File: src/rtl/pulse_param_loader.sv
// rtl/pulse_param_loader.sv - UART byte-stream decoder that atomically loads pulse generator parameters
module pulse_param_loader #(
  parameter logic [7:0] HEADER   = 8'hA5,
  parameter int         TIMEOUT  = 200000,
  parameter int         DONE_LEN = 4
) (
  input  logic        clk_pll,
  input  logic        reset,
  input  logic [7:0]  rx_data,
  input  logic        rx_valid,
  output logic [7:0]  per,
  output logic [15:0] p1wid,
  output logic [15:0] del,
  output logic [15:0] p2wid,
  output logic [7:0]  p_bl,
  output logic        pu,
  output logic        cp,
  output logic        bl,
  output logic        rxd,
  output logic        chk_err,
  output logic        tmo_err,
  output logic [7:0]  pkt_count
);

  localparam int TW = $clog2(TIMEOUT + 1);
  localparam int DW = $clog2(DONE_LEN + 1);
  // cnt_q holds cycles elapsed since the last accepted byte; hitting this value without a byte
  // puts tmo_err on the outputs exactly TIMEOUT cycles after that byte.
  localparam logic [TW-1:0] TMO_LAST = TW'(TIMEOUT - 1);

  typedef enum logic [1:0] {
    IDLE,
    PAYLOAD,
    CHECK
  } state_t;

  state_t        state_q, state_d;
  logic [3:0]    idx_q, idx_d;
  logic [7:0]    sum_q, sum_d;
  logic [TW-1:0] cnt_q, cnt_d;

  // Payload bytes 0..7 (per .. p_bl); the flags byte keeps only the three used bits.
  logic [7:0]    shadow_q [8];
  logic [2:0]    flags_q;

  logic          store_en;
  logic          commit;
  logic          chk_fail;
  logic          tmo_hit;

  logic [7:0]    per_q;
  logic [15:0]   p1wid_q;
  logic [15:0]   del_q;
  logic [15:0]   p2wid_q;
  logic [7:0]    p_bl_q;
  logic          pu_q;
  logic          cp_q;
  logic          bl_q;
  logic          chk_err_q;
  logic          tmo_err_q;
  logic [7:0]    pkt_count_q;
  logic          commit_q;
  logic [DW-1:0] done_cnt_q;

  // FSM state, payload index, running checksum and inter-byte timer registers.
  always_ff @(posedge clk_pll) begin
    if (!reset) begin
      state_q <= IDLE;
      idx_q   <= '0;
      sum_q   <= '0;
      cnt_q   <= '0;
    end else begin
      state_q <= state_d;
      idx_q   <= idx_d;
      sum_q   <= sum_d;
      cnt_q   <= cnt_d;
    end
  end

  // Next-state decode: framing, checksum compare and timeout; a byte always beats the timeout.
  always_comb begin
    state_d  = state_q;
    idx_d    = idx_q;
    sum_d    = sum_q;
    cnt_d    = cnt_q;
    store_en = 1'b0;
    commit   = 1'b0;
    chk_fail = 1'b0;
    tmo_hit  = 1'b0;
    case (state_q)
      IDLE: begin
        cnt_d = '0;
        if (rx_valid && (rx_data == HEADER)) begin
          state_d = PAYLOAD;
          idx_d   = '0;
          sum_d   = '0;
          cnt_d   = TW'(1);
        end
      end
      PAYLOAD: begin
        if (rx_valid) begin
          store_en = 1'b1;
          sum_d    = sum_q + rx_data;
          idx_d    = idx_q + 4'd1;
          cnt_d    = TW'(1);
          if (idx_q == 4'd8) begin
            state_d = CHECK;
          end
        end else if (cnt_q == TMO_LAST) begin
          tmo_hit = 1'b1;
          state_d = IDLE;
          cnt_d   = '0;
        end else begin
          cnt_d = cnt_q + TW'(1);
        end
      end
      CHECK: begin
        if (rx_valid) begin
          state_d = IDLE;
          cnt_d   = '0;
          if (rx_data == sum_q) begin
            commit = 1'b1;
          end else begin
            chk_fail = 1'b1;
          end
        end else if (cnt_q == TMO_LAST) begin
          tmo_hit = 1'b1;
          state_d = IDLE;
          cnt_d   = '0;
        end else begin
          cnt_d = cnt_q + TW'(1);
        end
      end
      default: begin
        state_d = IDLE;
        cnt_d   = '0;
      end
    endcase
  end

  // Shadow capture of payload bytes; nothing here reaches the outputs until a commit.
  always_ff @(posedge clk_pll) begin
    if (!reset) begin
      for (int i = 0; i < 8; i++) begin
        shadow_q[i] <= '0;
      end
      flags_q <= '0;
    end else if (store_en) begin
      if (idx_q == 4'd8) begin
        flags_q <= rx_data[2:0];
      end else begin
        shadow_q[idx_q[2:0]] <= rx_data;
      end
    end
  end

  // Parameter outputs and good-packet counter, all updated together on a commit.
  always_ff @(posedge clk_pll) begin
    if (!reset) begin
      per_q       <= 8'd15;
      p1wid_q     <= 16'd30;
      del_q       <= 16'd200;
      p2wid_q     <= 16'd30;
      p_bl_q      <= 8'd50;
      pu_q        <= 1'b1;
      cp_q        <= 1'b1;
      bl_q        <= 1'b1;
      pkt_count_q <= '0;
    end else if (commit) begin
      per_q       <= shadow_q[0];
      p1wid_q     <= {shadow_q[1], shadow_q[2]};
      del_q       <= {shadow_q[3], shadow_q[4]};
      p2wid_q     <= {shadow_q[5], shadow_q[6]};
      p_bl_q      <= shadow_q[7];
      pu_q        <= flags_q[0];
      cp_q        <= flags_q[1];
      bl_q        <= flags_q[2];
      pkt_count_q <= pkt_count_q + 8'd1;
    end
  end

  // One-cycle error pulses and a delayed commit flag that starts the rxd window.
  always_ff @(posedge clk_pll) begin
    if (!reset) begin
      chk_err_q <= 1'b0;
      tmo_err_q <= 1'b0;
      commit_q  <= 1'b0;
    end else begin
      chk_err_q <= chk_fail;
      tmo_err_q <= tmo_hit;
      commit_q  <= commit;
    end
  end

  // rxd window: starts one cycle after the parameters move, restarts on every new commit.
  always_ff @(posedge clk_pll) begin
    if (!reset) begin
      done_cnt_q <= '0;
    end else if (commit_q) begin
      done_cnt_q <= DW'(DONE_LEN);
    end else if (done_cnt_q != '0) begin
      done_cnt_q <= done_cnt_q - DW'(1);
    end
  end

  assign per       = per_q;
  assign p1wid     = p1wid_q;
  assign del       = del_q;
  assign p2wid     = p2wid_q;
  assign p_bl      = p_bl_q;
  assign pu        = pu_q;
  assign cp        = cp_q;
  assign bl        = bl_q;
  assign rxd       = (done_cnt_q != '0);
  assign chk_err   = chk_err_q;
  assign tmo_err   = tmo_err_q;
  assign pkt_count = pkt_count_q;

endmodule

File: config.mk
export PLATFORM = sky130hd
export DESIGN_NAME = pulse_param_loader
export DESIGN_NICKNAME = d
export VERILOG_FILES = /design/src/rtl/pulse_param_loader.sv
export SDC_FILE = /design/constraint.sdc
export NUM_CORES = 1
export LEC_CHECK = 0
export CAP_MARGIN = 20
export CORE_ASPECT_RATIO = 1.2
export CORE_UTILIZATION = 35
export CTS_BUF_LIST = sky130_fd_sc_hd__clkbuf_4 sky130_fd_sc_hd__clkbuf_8
export CTS_CLUSTER_DIAMETER = 30
export DETAILED_ROUTE_END_ITERATION = 16
export PLACE_DENSITY = 0.65
export SLEW_MARGIN = 20
export SYNTH_ARGS = -nofsm -noshare
export SYNTH_HDL_FRONTEND = slang
export SYNTH_SLANG_ARGS = --single-unit
File: constraint.sdc
create_clock -name clk_pll -period 4.1 [get_ports clk_pll]
set_clock_uncertainty 0.2 [all_clocks]
set_input_delay 0.41 -clock clk_pll [delete_from_list [all_inputs] [get_ports clk_pll]]
set_output_delay 0.41 -clock clk_pll [all_outputs]
set_load 0.02 [all_outputs]
==> results.json <==
{
  "routed_wl_mm": 16.4,
  "drive_gt1_share_pct": 7.10,
  "root_buffer": "clkbuf_8",
  "core_area_um2": 20300,
  "synthAdderAreaFrac_pct": 3.38,
  "vdd_drop_max_v": 0.000215,
  "dp_hpwl_mm": 11.3,
  "fin_area_um2": 8870,
  "drtIter0Drc": 359,
  "drv_cap": 0,
  "async_flop_share_pct": 0,
  "period_needed_ns": 3.03,
  "crit_path_max_fanout": 11,
  "fmax_mhz": 330,
  "synth_seq_cells": 180,
  "cts_buffer_depth": 2,
  "cp-end-kind": "flop",
  "grt_pass1_vias": 4969,
  "dieArea_um2": 21300,
  "synth-xor-area-share_pct": 3.62,
  "r2r_slack_ns": 1.07,
  "fin_setup_tns_ns": 0,
  "slew_headroom_pct": 37.1,
  "final_cells": 1110,
  "die_y_um": 160,
  "cts_resized": 0,
  "area_growth_syn_to_layout_pct": 22.3,
  "setup-violations-final": 0,
  "cts_sinks": 180,
  "synth-edff-count": 64,
  "layout_commonest_cell": "nand2_1",
  "arrival_ns": 2.96,
  "ys_seq_area_share_pct": 58.5,
  "synth_mux_area_share_pct": 0.690,
  "netlist_instances": 742,
  "tightest_slew_ns": 0.942,
  "synthFlopType": "dfxtp_1",
  "cts.htree.levels": 4,
  "final_nets": 862,
  "crit_type": "flop to flop",
  "finalPower_w": 0.00345,
  "cpPeakStageDelay_ns": 0.46,
  "wl_per_cell_um": 14.8,
  "required_ns": 4.03,
  "drcViolationCount": 0,
  "place_area_um2": 8460,
  "yosysWarnings": 0,
  "slowest_stage": "nor3_1",
  "status": "complete, no violations",
  "most-common-layout-cells": "nand2_1, dfxtp_1, clkdlybuf4s50_1, edfxtp_1, a21oi_1",
  "antenna_found_initial": 0,
  "grt_max_degree": 50,
  "synth_nets": 772,
  "rsz0062_at_grt": "false",
  "dp_cells": 1078,
  "gp_congestion": 0.786,
  "synthSimpleGateAreaFrac_pct": 23.5,
  "syn_area_um2": 7250,
  "grt_usage_pct": 16.1,
  "powerDensity_nw_per_um2": 389,
  "std_cell_rows": 57,
  "postSynthAreaPerCell_um2": 9.77,
  "postRouteAntennaNets": 0,
  "routed_via_density": 4.75,
  "post-cts-setup-buffers": 0,
  "io_buffers": 88,
  "grt_overflow_total": 0,
  "path_cells": "inv_1, ha_1, nand2_1, nor2b_1, nand3_1, buf_4, nor3_1, nand2b_1",
  "drv_slew": 0,
  "grt_pass1_wl_mm": 26.4,
  "fp.dieW_um": 133,
  "path_clk_slew_ns": 0.10,
  "pin_count": 89,
  "ys_types": 48,
  "firstDrtPassIters": 4,
  "diodes": 0,
  "cts_tree": "built",
  "leakagePower_nw": 3.21,
  "vias": 5270,
  "hold_path_class": "flop to flop",
  "cts_buffers": 17,
  "synth-compound-area-share_pct": 7.11,
  "start_util_pct": 35.8,
  "insertion_delay_ns": 0.46,
  "ctsHoldBuffers": 0,
  "finalCritPeriodShare_pct": 73.9,
  "finalHoldViolations": 0,
  "crit_path_start_kind": "flop",
  "synth_top_family_by_area": "simple AND/OR/NAND/NOR gates"
}
==> cells by family (layout without fill, tap and decap cells) <==
family	count (synthesis)	in the layout
compound gates	91	91
buf+inv	57	160
simple gates	360	360
mux	5	5
fa+ha+maj	19	19
xor+xnor	30	30
flops	180	180
==> where the power goes <==
part	switching, W	internal [W]	total [W]	leakage, nW
Sequential	0.0000198	0.00188	0.00190	1.60
Combinational	0.000191	0.0000978	0.000289	1.40
Clock	0.000674	0.000581	0.00125	0.215
Total	0.000885	0.00256	0.00345	3.21
==> worst max-delay path: cells and delay by family (launching register included) <==
kind / cells / cell delay, ns
flip-flops: 1 / 0.36
adder cells (fa/ha/maj): 1 / 0.31
buffers and inverters: 2 / 0.29
AND/OR/NAND/NOR: 5 / 1.54
==> area by class of cell <==
cell class / instances / area [um^2]
clock buffers: 19 / 249
clock inverters: 13 / 161
fillers: 1987 / 11400
inverters: 20 / 75.1
multi-input cells: 505 / 2780
flip-flops and latches: 180 / 4240
well taps: 265 / 332
repair buffers: 108 / 1030
==> cell usage after synthesis (2+ instances only) <==
library cell	instances	area (um^2)
nor2b_1	3	18.8
buf_1	2	7.51
clkbuf_1	28	105
nand4_1	9	56.3
or4_1	2	15.0
nor2_1	53	199
a211oi_1	2	15.0
nand2b_1	4	25.0
a21o_1	2	15.0
nor3_1	16	80.1
clkinv_1	2	7.51
ha_1	18	225
nand2_1	157	589
nor4_1	6	37.5
dfxtp_1	116	2320
or2_2	2	12.5
and2_1	58	363
a31oi_1	3	18.8
o21ai_0	13	65.1
xor2_1	17	149
edfxtp_1	64	1920
and3_1	3	18.8
xnor2_1	13	114
inv_1	18	67.6
nand3_1	35	175
a22oi_1	5	37.5
nor4b_1	2	17.5
mux2i_1	5	50.1
buf_2	6	30.0
and4_1	2	17.5
a21oi_1	59	295
==> sequential cells by signal (all words and copies together), names as in the netlist <==
name and cells:
p2wid 16, pkt_count 8, idx_q 4, sum_q 8, p_bl 8, cnt_q 18
tmo_err 1, bl 1, cp 1, p1wid 16, done_cnt_q 3, state_q 2
flags_q 3, per 8, chk_err 1, pu 1, commit_q 1, shadow_q 64
del 16
==> layer usage <==
metal	global-route usage [%]	wire, um	vias up
met1	20.2	7350	2463
met3	3.94	699	14
met4	5.06	199	0
met2	27.1	8130	103
li1	-	-	2690
met5	0	0	-
==> path summary, 6_finish.rpt <==
check / from / to / depth (start not counted)
worst min register to register: commit_q$_SDFF_PN0_ / done_cnt_q[2]$_SDFFE_PN0P_ / 2
worst min-delay path: commit_q$_SDFF_PN0_ / done_cnt_q[2]$_SDFFE_PN0P_ / 2
worst max register to register: state_q[1]$_SDFFE_PN0P_ / shadow_q[1][0]$_SDFFCE_PN0P_ / 8
worst max-delay path: state_q[1]$_SDFFE_PN0P_ / shadow_q[1][0]$_SDFFCE_PN0P_ / 8
==> metrics by stage <==
stage	setup WS (ns)	util (%)	hold slack [ns]
after floorplan	1.43	-	0.232
after global placement	0.755	41.8	0.234
after detailed placement	0.674	41.8	0.244
after CTS	1.09	43.8	0.259
after global routing	0.783	43.8	0.273
final	1.07	43.8	0.256
(Power assumes the default switching activity.)
